**config.mk**
```make
export PLATFORM = sky130hd
export DESIGN_NAME = seg7_display_arbiter
export DESIGN_NICKNAME = d
export VERILOG_FILES = /design/src/rtl/seg7_pkg.sv /design/src/rtl/hex_to_seg7.sv /design/src/rtl/seg7_display_arbiter.sv
export SDC_FILE = /design/constraint.sdc
export NUM_CORES = 1
export LEC_CHECK = 0
export CORE_MARGIN = 3
export CORE_UTILIZATION = 51
export CTS_CLUSTER_DIAMETER = 80
export DETAILED_ROUTE_END_ITERATION = 10
export PLACE_DENSITY_LB_ADDON = 0.2
export SLEW_MARGIN = 20
export SYNTH_ARGS = -nofsm -noshare
export SYNTH_HDL_FRONTEND = slang
export SYNTH_SLANG_ARGS = --single-unit
```
**constraint.sdc**
```tcl
create_clock -name clk -period 3.6 [get_ports clk]
set_input_delay 0.54 -clock clk [delete_from_list [all_inputs] [get_ports clk]]
set_output_delay 0.54 -clock clk [all_outputs]
set_load 0.02 [all_outputs]
```
**src/rtl/seg7_pkg.sv**
```systemverilog
// Shared types and segment constants for the seven-segment display arbiter.
// Segment patterns are active-low, bit0=a ... bit6=g.
package seg7_pkg;

  typedef enum logic {
    IDLE = 1'b0,
    HOLD = 1'b1
  } state_t;

  localparam logic [6:0] SEG_DASH  = 7'b0111111;
  localparam logic [6:0] SEG_BLANK = 7'b1111111;

  // Entry n is the pattern for hex digit n (list runs F down to 0).
  localparam logic [15:0][6:0] HEX_SEG = {
    7'b0001110,  // F
    7'b0000110,  // E
    7'b0100001,  // d
    7'b1000110,  // C
    7'b0000011,  // b
    7'b0001000,  // A
    7'b0010000,  // 9
    7'b0000000,  // 8
    7'b1111000,  // 7
    7'b0000010,  // 6
    7'b0010010,  // 5
    7'b0011001,  // 4
    7'b0110000,  // 3
    7'b0100100,  // 2
    7'b1111001,  // 1
    7'b1000000   // 0
  };

endpackage

```
**src/rtl/hex_to_seg7.sv**
```systemverilog
// Combinational hex nibble to active-low seven-segment pattern decoder.
module hex_to_seg7
  import seg7_pkg::*;
(
  input  logic [3:0] hex,
  output logic [6:0] seg
);

  assign seg = HEX_SEG[hex];

endmodule

```
**src/rtl/seg7_display_arbiter.sv**
```systemverilog
// Round-robin arbiter sharing a 4-digit seven-segment display between requesters.
// Optional SEG7_LEADING_ZERO_BLANK_EN blanks leading zero digits 3..1.
module seg7_display_arbiter
  import seg7_pkg::*;
#(
  parameter int NUM_REQ      = 2,
  parameter int DWELL_CYCLES = 100000000,
  parameter int CNT_W        = 27
) (
  input  logic                   clk,
  input  logic                   rst,
  input  logic [NUM_REQ-1:0]     req,
  input  logic [16*NUM_REQ-1:0]  req_data,
  output logic [NUM_REQ-1:0]     ack,
  output logic [6:0]             sseg0,
  output logic [6:0]             sseg1,
  output logic [6:0]             sseg2,
  output logic [6:0]             sseg3,
  output logic [1:0]             active_id,
  output logic                   busy
);

  state_t           state, state_nxt;
  logic [CNT_W-1:0] cnt;
  logic [1:0]       last_grant;
  logic [1:0]       sel;
  logic             found;
  logic             grant;
  logic [15:0]      disp;
  logic             shown;
  logic [3:0][6:0]  dec;
  logic [3:0]       blank;

  // NOTE: sequential state uses non-blocking (<=) so every flop samples pre-edge values.
  always_ff @(posedge clk or posedge rst) begin
    if (rst) state <= IDLE;
    else     state <= state_nxt;
  end

  always_comb begin
    state_nxt = state;
    case (state)
      IDLE:    if (|req) state_nxt = HOLD;
      HOLD:    if (cnt == '0) state_nxt = IDLE;
      default: state_nxt = IDLE;
    endcase
  end

  always_comb begin
    busy  = (state == HOLD);
    grant = (state == IDLE) && (|req);
  end

  // Search starts just after the last winner so a held request waits its turn.
  always_comb begin
    // NOTE: defaults first so no path through the block leaves a variable unassigned (no latch).
    sel   = last_grant;
    found = 1'b0;
    for (int k = 1; k <= NUM_REQ; k++) begin
      if (!found && req[(int'(last_grant) + k) % NUM_REQ]) begin
        found = 1'b1;
        sel   = 2'((int'(last_grant) + k) % NUM_REQ);
      end
    end
  end

  always_ff @(posedge clk or posedge rst) begin
    if (rst) begin
      cnt        <= '0;
      last_grant <= 2'(NUM_REQ - 1);
      active_id  <= '0;
      disp       <= '0;
      shown      <= 1'b0;
      ack        <= '0;
    end else begin
      ack <= '0;
      if (grant) begin
        disp       <= req_data[16*sel +: 16];
        last_grant <= sel;
        active_id  <= sel;
        cnt        <= CNT_W'(DWELL_CYCLES - 1);
        shown      <= 1'b1;
        ack        <= NUM_REQ'(1) << sel;
      end else if (busy && cnt != '0) begin
        cnt <= cnt - 1'b1;
      end
    end
  end

  for (genvar d = 0; d < 4; d++) begin : g_dec
    hex_to_seg7 u_dec (
      .hex (disp[4*d +: 4]),
      .seg (dec[d])
    );
  end

`ifdef SEG7_LEADING_ZERO_BLANK_EN
  // A digit blanks only when it and every digit to its left are zero.
  assign blank[3] = (disp[15:12] == 4'h0);
  assign blank[2] = blank[3] && (disp[11:8] == 4'h0);
  assign blank[1] = blank[2] && (disp[7:4] == 4'h0);
  assign blank[0] = 1'b0;
`else
  assign blank = '0;
`endif

  always_comb begin
    sseg0 = SEG_DASH;
    sseg1 = SEG_DASH;
    sseg2 = SEG_DASH;
    sseg3 = SEG_DASH;
    if (shown) begin
      sseg0 = blank[0] ? SEG_BLANK : dec[0];
      sseg1 = blank[1] ? SEG_BLANK : dec[1];
      sseg2 = blank[2] ? SEG_BLANK : dec[2];
      sseg3 = blank[3] ? SEG_BLANK : dec[3];
    end
  end

endmodule

```
* Word level (Yosys, flattened, before mapping)
Memories as Yosys holds them, arrays and structs flattened.
Index checks and enable logic that the tools add are counted.
** Storage, ports and cells
- Output and inout port bits :: 33
- Logic and storage cells :: 56
- Input bits :: 36
- Memory bits (read-only) :: 448
- Register bits after elaboration :: 51
- Memories kept :: 4
** Memory list
- (no name shown) :: depth 16, width 7, rd ports 1, clocked after memory_dff 0, write ports 0, RTL line hex_to_seg7.sv:9 : assign seg = HEX_SEG[hex];
- (no name shown) :: depth 16, width 7, rd ports 1, clocked after memory_dff 0, write ports 0, RTL line hex_to_seg7.sv:9
- (no name shown) :: depth 16, width 7, rd ports 1, clocked after memory_dff 0, write ports 0, RTL line hex_to_seg7.sv:9
- (no name shown) :: depth 16, width 7, rd ports 1, clocked after memory_dff 0, write ports 0, RTL line hex_to_seg7.sv:9
** Cells by class
- Bitwise operators :: 3
- Reductions and logical operators :: 8
- Magnitude comparators :: 6
- Shift-type cells :: 2
- Muxes and demuxes :: 23
- $add $sub $neg :: 3
** Operators by type and width (count)
- $mux 7 :: 8
- $mux 27 :: 2
- $shiftx 32x7->16 :: 1
- $logic_not 27->1 :: 1
- $reduce_bool 27->1 :: 1
- $sub 27x1->27 const B :: 1
- $lt 4x5->1 const B :: 4
- $mux 1 :: 9
- $lt 2x3->1 const B :: 2
- $mux 2 :: 3
- $logic_and 1x1->1 :: 3
- $add 1x1->1 const B :: 2
- $and 1x1->1 const A :: 2
- $pmux 1 s2 :: 1
- $reduce_bool 2->1 :: 1
- $reduce_or 2->1 :: 1
- $shl 1x2->2 const A :: 1
- $logic_not 1->1 :: 1
- $not 1->1 :: 1

* Logic depth before layout (Yosys ltp)
Gate-level depths: netlist of the first run.
- Depth after elaboration :: 11
- Depth in mapped cells :: 8
- Gate-level depth less buffers :: 7

* Hierarchy
From an unflattened synthesis of the first run, not the netlist that was laid out.
** Unflattened totals
- Cells, all modules :: 414
- Area total of the unflattened synthesis :: 3666.0 um^2
** Modules (own cells, without submodules)
- seg7_display_arbiter :: cells each 280, seq. area each 1252.5 um^2, instances 1, area an instance 2596.2 um^2
- hex_to_seg7 at g_dec[2].u_dec ... :: cells each 32, seq. area each 0.0 um^2, instances 2, area an instance 275.3 um^2
- hex_to_seg7 at g_dec[0].u_dec :: cells each 35, seq. area each 0.0 um^2, instances 1, area an instance 271.5 um^2
- hex_to_seg7 at g_dec[1].u_dec :: cells each 35, seq. area each 0.0 um^2, instances 1, area an instance 247.7 um^2

* Least setup slack after synthesis of the first run
No wires, ideal clock.
- Kind :: register to output
- Start :: register disp[13]
- End :: output port sseg3[0]
- Data arrival time :: 1.660 ns
- Data required time :: 3.060 ns
- Stages on the path, launching flop included :: 5
- Setup slack :: 1.400 ns
- Buffers on the path :: 0
- Cell sequence :: dfrtp_1 -> inv_1 -> ha_1 -> nor2_1 -> o311ai_0
** On the way
- Cells in the longest elaborated chain, start to end :: 3
** RTL lines
- from (decl) :: RTL line seg7_display_arbiter.sv:29 : logic [15:0] disp;
- from (signal assigned) :: RTL line seg7_display_arbiter.sv:78 : disp <= req_data[16*sel +: 16];
- $mem_v2 16x7
- $mux 7 (not written as such) :: RTL line hex_to_seg7.sv:9
- $mux 7 :: RTL line seg7_display_arbiter.sv:112 : if (shown) begin
- to (decl) :: RTL line seg7_display_arbiter.sv:18 : output logic [6:0] sseg3,
No other way between the ends. The select of a mux whose other input is x is not followed.

* Worst setup path in the final report of the first run
- Start :: register disp[4]
- End :: output port sseg1[3]
** On the way
- Cells in the longest elaborated chain, start to end :: 3
** RTL lines
- $mem_v2 16x7
- $mux 7 (not written as such) :: RTL line hex_to_seg7.sv:9
- $mux 7 :: RTL line seg7_display_arbiter.sv:112
- to (decl) :: RTL line seg7_display_arbiter.sv:16 : output logic [6:0] sseg1,
No other way between the ends. The select of a mux whose other input is x is not followed.

==> results of run 1 <==
==> Yosys cell counts, types with 2 or more instances <==
cell      count
nand4_1       4
o31ai_1       5
o221ai_1      2
nor4_1        6
mux4_2        3
mux2i_1      12
nand2_1      30
a222oi_1     16
or4_1         5
nor3_1        7
o21ai_0      19
o21a_1        2
clkbuf_1     17
mux2_2        5
a22oi_1       3
o311ai_0      4
nor2b_1       4
buf_6         2
a21oi_1       8
ha_1         25
xnor2_1       3
nor3_2        2
and2_1        3
nand3b_1      2
nand2b_1      8
nor2_1       16
or3_1         5
nand3_1      16
dfrtp_1      49
and3_1        2
o211ai_1     18
inv_1        39
o31a_1        4
o31ai_4       2
a311oi_1      2
o41ai_1       2
==> metrics by stage <==
stage | power (mW) | cells
finish | 1.22 | 508
global route | 1.28 | 508
detailed placement | 0.848 | 500
CTS | 1.23 | 508
floorplan | 0.772 | 374
global placement | 0.838 | 500
==> cells by family (layout without fill, tap and decap cells) <==
group,count (synthesis),after routing
AOI/OAI and AO/OA,95,95
xor gates and xnor gates,3,3
adders and majority gates,25,25
buffers and inverters,61,118
DFF,50,50
muxes,20,20
and+or+nand+nor,120,120
==> power by group <==
part | total (mW) | leakage [nW] | switching, mW | internal, mW
logic | 0.174 | 1.13 | 0.0768 | 0.0971
registers | 0.663 | 0.565 | 0.0663 | 0.597
clock network | 0.382 | 0.0514 | 0.175 | 0.207
==> cell type report <==
type                       count  area share [%]
clock inverter                 2           0.867
multi-input combinational    263            46.6
tap                           77            2.23
inverter                      39            3.41
timing repair buffer          71            16.2
sequential                    50            28.9
clock buffer                   6            1.68
==> worst min path at each step <==
| stage | start | to | slack [ps] | depth (start not counted) |
|---|---|---|---|---|
| after floorplan | active_id[1]$_DFFE_PP0P_ | active_id[1]$_DFFE_PP0P_ | 450 | 1 |
| after global placement | active_id[1]$_DFFE_PP0P_ | active_id[1]$_DFFE_PP0P_ | 480 | 1 |
| after detailed placement | active_id[1]$_DFFE_PP0P_ | active_id[1]$_DFFE_PP0P_ | 480 | 1 |
| after CTS | active_id[1]$_DFFE_PP0P_ | active_id[1]$_DFFE_PP0P_ | 500 | 1 |
| after global routing | active_id[0]$_DFFE_PP0P_ | active_id[0]$_DFFE_PP0P_ | 540 | 1 |
| final | active_id[1]$_DFFE_PP0P_ | active_id[1]$_DFFE_PP0P_ | 490 | 1 |
==> metal layers <==
layer	track usage, %	routed length (µm)	share of wire [%]
met1	28.9	3610	46
met2	33.0	3690	47
met3	3.59	466	6.0
met4	3.92	47	0.60
met5	0	0	0
==> sequential cells by signal, indices dropped and copies added, names as in the netlist <==
register and flops:
ack 2, active_id 2, busy 1, cnt 27
disp 16, last_grant 1, shown 1
==> cell usage in the layout, fill, tap and decap left out, types with 4 or more instances in the layout <==
cell             instances
mux2_2                   5
o211ai_1                18
nor3_1                   7
o21ai_0                 19
a222oi_1                16
nand2b_1                 8
o31a_1                   4
nor2_1                  16
clkdlybuf4s50_1         68
a21oi_1                  8
o311ai_0                 4
nand2_1                 30
ha_1                    25
nor4_1                   6
o31ai_1                  5
nand4_1                  4
clkbuf_8                 5
or3_1                    5
inv_1                   38
dfrtp_1                 49
nand3_1                 16
mux2i_1                 12
or4_1                    5
nor2b_1                  4
==> out/results.ini, run 1 <==
[layout]
final_layout_size_suffix_gt1_share_pct = 7.66
final_cell_area_um2 = 4330
nNetsFinal = 491
fill_cells = 535
synthToLayoutAreaGrowth_pct = 23.1
regArea_um2 = 1250
multi_input_area_um2 = 2020
finish.utilization_pct = 66.3
antenna_cells = 0

[floorplanning]
row_count = 29
chipHeight_um = 89.0
coreArea_um2 = 6530
ios = 69
die_w_um = 89.0
design.die.area_um2 = 7930
initial_core_util_pct = 53.9

[cts]
ctsResizeCount = 0
clock_latency_ps = 300
htreeDepth = 2
cts_sinks = 50
cts_root_buf = clkbuf_8
ctsHoldBuffers = 0
clk_pin_slew_ps = 80
cts_tree = done
clk_path_buf_depth = 2
cts_buffers = 5
cts_setup_buffers = 0

[synthesis]
synthDistinctLibCells = 58
seq_area_frac_synth_pct = 35.6
synth_top_area_share_pct = 34.9
synth_top_area_cell = dfrtp_1
yosys-top-cells-area = dfrtp_1 (35%), ha_1 (8.9%), a222oi_1 (4.6%)
synth_adder_area_share_pct = 8.89
synth.net_count = 435
avgSynthCellArea_um2 = 9.40
synth_seq_cells = 50
synth-compound-area-share_pct = 21.0
yosys.area_share.simple_pct = 19.8
synth_xor_area_share_pct = 0.747
synth_edf_count = 0
synth_flop_cell = dfrtp_1
syn_inst = 374
postSynth.asyncResetShare_pct = 100
synth_top_family_by_area = compound AO/OA/AOI/OAI gates
synth.cell_area_um2 = 3520
ys_warn_count = 0
synthMuxAreaShare_pct = 6.94

[status]
outcome = completed

[power]
max-vdd-ir-drop_mv = 0.337
p_leak_nw = 1.75
p_per_area_nw_per_um2 = 282

[setup_path]
critPathRequiredTime_ps = 3060
startpoint = disp[4]$_DFFE_PP0P_
crit_fanout = 6
arrival_ps = 2360
critPathMaxStageDelay_ps = 580
endpoint = sseg1[3]
r2r-start = cnt[12]$_DFFE_PP0P_
path_class = flip-flop to output port
path_depth = 7
path_cells = inv_1 -> ha_1 -> inv_1 -> mux4_2 -> inv_1 -> nand2_1 -> clkdlybuf4s50_1
end_kind = output port
reg2reg_depth = 5
crit_slowest_cell = clkdlybuf4s50_1
regToRegEndpoint = cnt[25]$_DFFE_PP0P_
crit_top_cell = inv_1
r2r_setup_slack_ps = 1380
crit_family = buffers and inverters
start_kind = flip-flop
critPathBufInv = 4

[timing]
max_freq_mhz = 345
skew_ps = 4.81
fin_tns_setup_ps = 0
setup_viol = 0
finalWorstSetupSlack_ps = 705
rsz0062_at_grt = false
hold_violations = 0
whs_ps = 492
fin_crit_sh_pct = 80.4
finalMaxSlewViolations = 0
tightestPinTransition_ps = 830
relSlewSlack_pct = 44.6
period_minus_slack_ps = 2900

[drt]
drc = 0
first_iter_violations = 193
via_per_inst = 6.00
ant_nets = 0
drt-total-wl_um = 7810
avgRoutedWirePerCell_um = 15.4
first_pass_iters = 7
routed-via-count = 3050

[placed_design]
dp_hpwl_um = 5820
place_area_um2 = 4220
io_buffer_count = 68
gp_congestion = 0.815
dp_slack_ps = 1040

[run]
drv_cap = 0

[grt]
grt_use_total_pct = 20.3
gr-total-overflow = 0
antenna_found_initial = 0
first_global_vias = 2696
grt_max_degree = 51
grt_pass1_wl_um = 12900

[hold_path]
hold_path.class = flip-flop to flip-flop

(Power assumes the default switching activity.)
==> run 2, diff against run 1 <==
==> constraint.sdc (replaced) <==
create_clock -name clk -period 2.7 [get_ports clk]
set_input_delay 0.405 -clock clk [delete_from_list [all_inputs] [get_ports clk]]
set_output_delay 0.405 -clock clk [all_outputs]
set_load 0.02 [all_outputs]
==> run 2 against run 1 <==
  * Design area grew 0.52%
  * Critical path depth shrank 1
  * Cell count grew 0.79%
  * Clock-buffer cell count shrank 1
  * Clock power grew 14%
  * Clock skew grew 4.0 ps
  * Worst setup slack lost 580 ps
  * Flip-flop and latch count is the same
  * Total power grew 27%
  * Non-clock buffer count grew 4
==> out/results.ini, run 2 (synthesis gave the netlist of run 1 again) <==
[status]
outcome = completed

[timing]
whs_ps = 396  ; -95.9 ps
finalMaxSlewViolations = 0  ; unchanged
setup_viol = 0  ; unchanged
rsz0062_at_grt = false
relSlewSlack_pct = 45.3  ; +0.66 points
fin_tns_setup_ps = 0  ; unchanged
tightestPinTransition_ps = 821  ; -8.90 ps
max_freq_mhz = 388
hold_violations = 0  ; unchanged
skew_ps = 8.77  ; +3.96 ps
fin_crit_sh_pct = 95.4
period_minus_slack_ps = 2580

[cts]
cts_buffers = 5  ; unchanged
clk_pin_slew_ps = 100  ; +20 ps
clock_latency_ps = 310  ; about the same
htreeDepth = 2  ; unchanged
cts_sinks = 50  ; unchanged
clk_path_buf_depth = 2  ; unchanged
cts_tree = done
cts_root_buf = clkbuf_8

[layout]
antenna_cells = 0  ; unchanged
nNetsFinal = 495  ; +0.81%
final_cell_mix = clkdlybuf4s50_1 (59), dfrtp_1 (47), inv_1 (38)
final_common_cell = clkdlybuf4s50_1
final_layout_size_suffix_gt1_share_pct = 9.20  ; +1.5 points
largestRegisters = cnt x27, disp x16
synthToLayoutAreaGrowth_pct = 23.7
largest_reg_flops = 27  ; unchanged
regMostFlops = cnt

[grt]
grt_pass1_wl_um = 13400  ; +4.1%
first_global_vias = 2869  ; +6.4%
gr-total-overflow = 0  ; unchanged
grt_use_total_pct = 21.0  ; +0.67 points
grt_max_degree = 30  ; -41%
antenna_found_initial = 0  ; unchanged

[power]
p_int_mw = 1.11  ; +23%
switchingPower_mw = 0.443  ; +39%
power.share.sequential_pct = 56.9  ; +2.5 points
p_per_area_nw_per_um2 = 357  ; +27%
max-vdd-ir-drop_mv = 0.280  ; -17%
power_mw = 1.55  ; +27%
p_leak_nw = 1.75  ; about the same
power.clock.fraction_pct = 28.1  ; -3.3 points
comb_power_share_pct = 15.0  ; +0.7 points
swShare_pct = 28.5  ; +2.4 points

[drt]
avgRoutedWirePerCell_um = 15.8  ; +3.1%
drc = 0  ; unchanged
first_iter_violations = 249  ; +29%
routed-via-count = 3105  ; +1.8%
via_per_inst = 6.06  ; +1.0%
ant_nets = 0  ; unchanged
drt-total-wl_um = 8110  ; +3.9%
first_pass_iters = 7  ; unchanged

[hold_path]
hold_path.class = input pin to asynchronous set/reset pin

[setup_path]
end_kind = output port
arrival_ps = 2170  ; -190 ps
crit_fanout = 6  ; unchanged
start_kind = flip-flop
r2r_setup_slack_ps = 490  ; -890 ps
path_cells = inv_1 -> ha_1 -> nand2b_1 -> o211ai_1 -> o211ai_1 -> clkdlybuf4s50_1
crit_family = buffers and inverters
critPathBufInv = 2  ; -2
critPathMaxStageDelay_ps = 630  ; +50 ps
path_class = flip-flop to output port
crit_slowest_cell = clkdlybuf4s50_1
r2r-start = cnt[12]$_DFFE_PP0P_
reg2reg_depth = 5  ; unchanged
regToRegEndpoint = cnt[19]$_DFFE_PP0P_
crit_top_cell = o211ai_1
critPathRequiredTime_ps = 2300  ; -760 ps

[floorplanning]
coreArea_um2 = 6530  ; unchanged
initial_core_util_pct = 53.9  ; unchanged
ios = 69  ; unchanged
die_w_um = 89.0  ; unchanged
chipHeight_um = 89.0  ; unchanged
design.die.area_um2 = 7930  ; unchanged
row_count = 29  ; unchanged

[placed_design]
dp_hpwl_um = 6050  ; +4.0%
io_buffer_count = 68  ; unchanged
gp_congestion = 0.830  ; +1.9%

[run]
drv_cap = 0  ; unchanged

## run 2: cell types whose count changed in the layout (fill, tap and decap cells not counted), moves of 2 or more
| cell | change |
|---|---|
| buf_4 | +4 |
| clkdlybuf4s50_1 | -9 |
| dfrtp_1 | -2 |
| dfrtp_2 | +2 |
| dlygate4sd2_1 | +3 |
| dlymetal6s2s_1 | +6 |
## run 2: power groups by stage
stage / clock network (mW) / registers, mW / logic [mW]
final: 0.437 / 0.884 / 0.233
after global routing: 0.481 / 0.893 / 0.261
after CTS: 0.453 / 0.883 / 0.234
after detailed placement: 0 / 0.897 / 0.234
after global placement: 0 / 0.893 / 0.226
after floorplan: 0 / 0.870 / 0.159
## run 2: timing repair
action | CTS | global route
setup endpoints to repair | 3 | 8
hold buffers | 0 | 0
setup buffers | 0 | 0
gates resized for setup | 3 | 8
## run 2: cell type report
type                    count  area, µm²
clock inverters             3       21.3
multi-input cells         263       2020
flip-flops and latches     50       1250
repair buffers             75        744
well taps                  77       96.3
inverters                  39        146
clock buffers               5       68.8
fillers                   543       2180
## run 2: routing by layer
metal	up-vias	track usage [%]	share of wire, %
met4	0	5.55	1.4
met5	-	0	0
met2	73	34.7	48
met1	1518	29.3	46
met3	10	2.76	4.5
li1	1504	-	-
## run 2: per-stage QoR
stage	area [µm²]	cells	worst slack, ps	utilization [%]
6_report	4350	512	124	66.6
5_1_grt	4350	512	0.511	66.6
4_1_cts	4330	512	6.35	66.4
3_5_place_dp	4250	504	274	65.0
3_3_place_gp	4250	504	334	65.0
2_1_floorplan	3520	374	635	-
## run 2: worst max-delay path by stage
stage          depth (start not counted)  slack [ps]                  from        to
5_1_grt                                6         0.5  disp[12]$_DFFE_PP0P_  sseg3[3]
4_1_cts                                5           6  disp[13]$_DFFE_PP0P_  sseg3[0]
3_3_place_gp                           7         330   disp[4]$_DFFE_PP0P_  sseg1[3]
2_1_floorplan                          4         630  disp[13]$_DFFE_PP0P_  sseg3[0]
3_5_place_dp                           7         270   disp[0]$_DFFE_PP0P_  sseg0[3]
6_report                               6         120   disp[5]$_DFFE_PP0P_  sseg1[0]
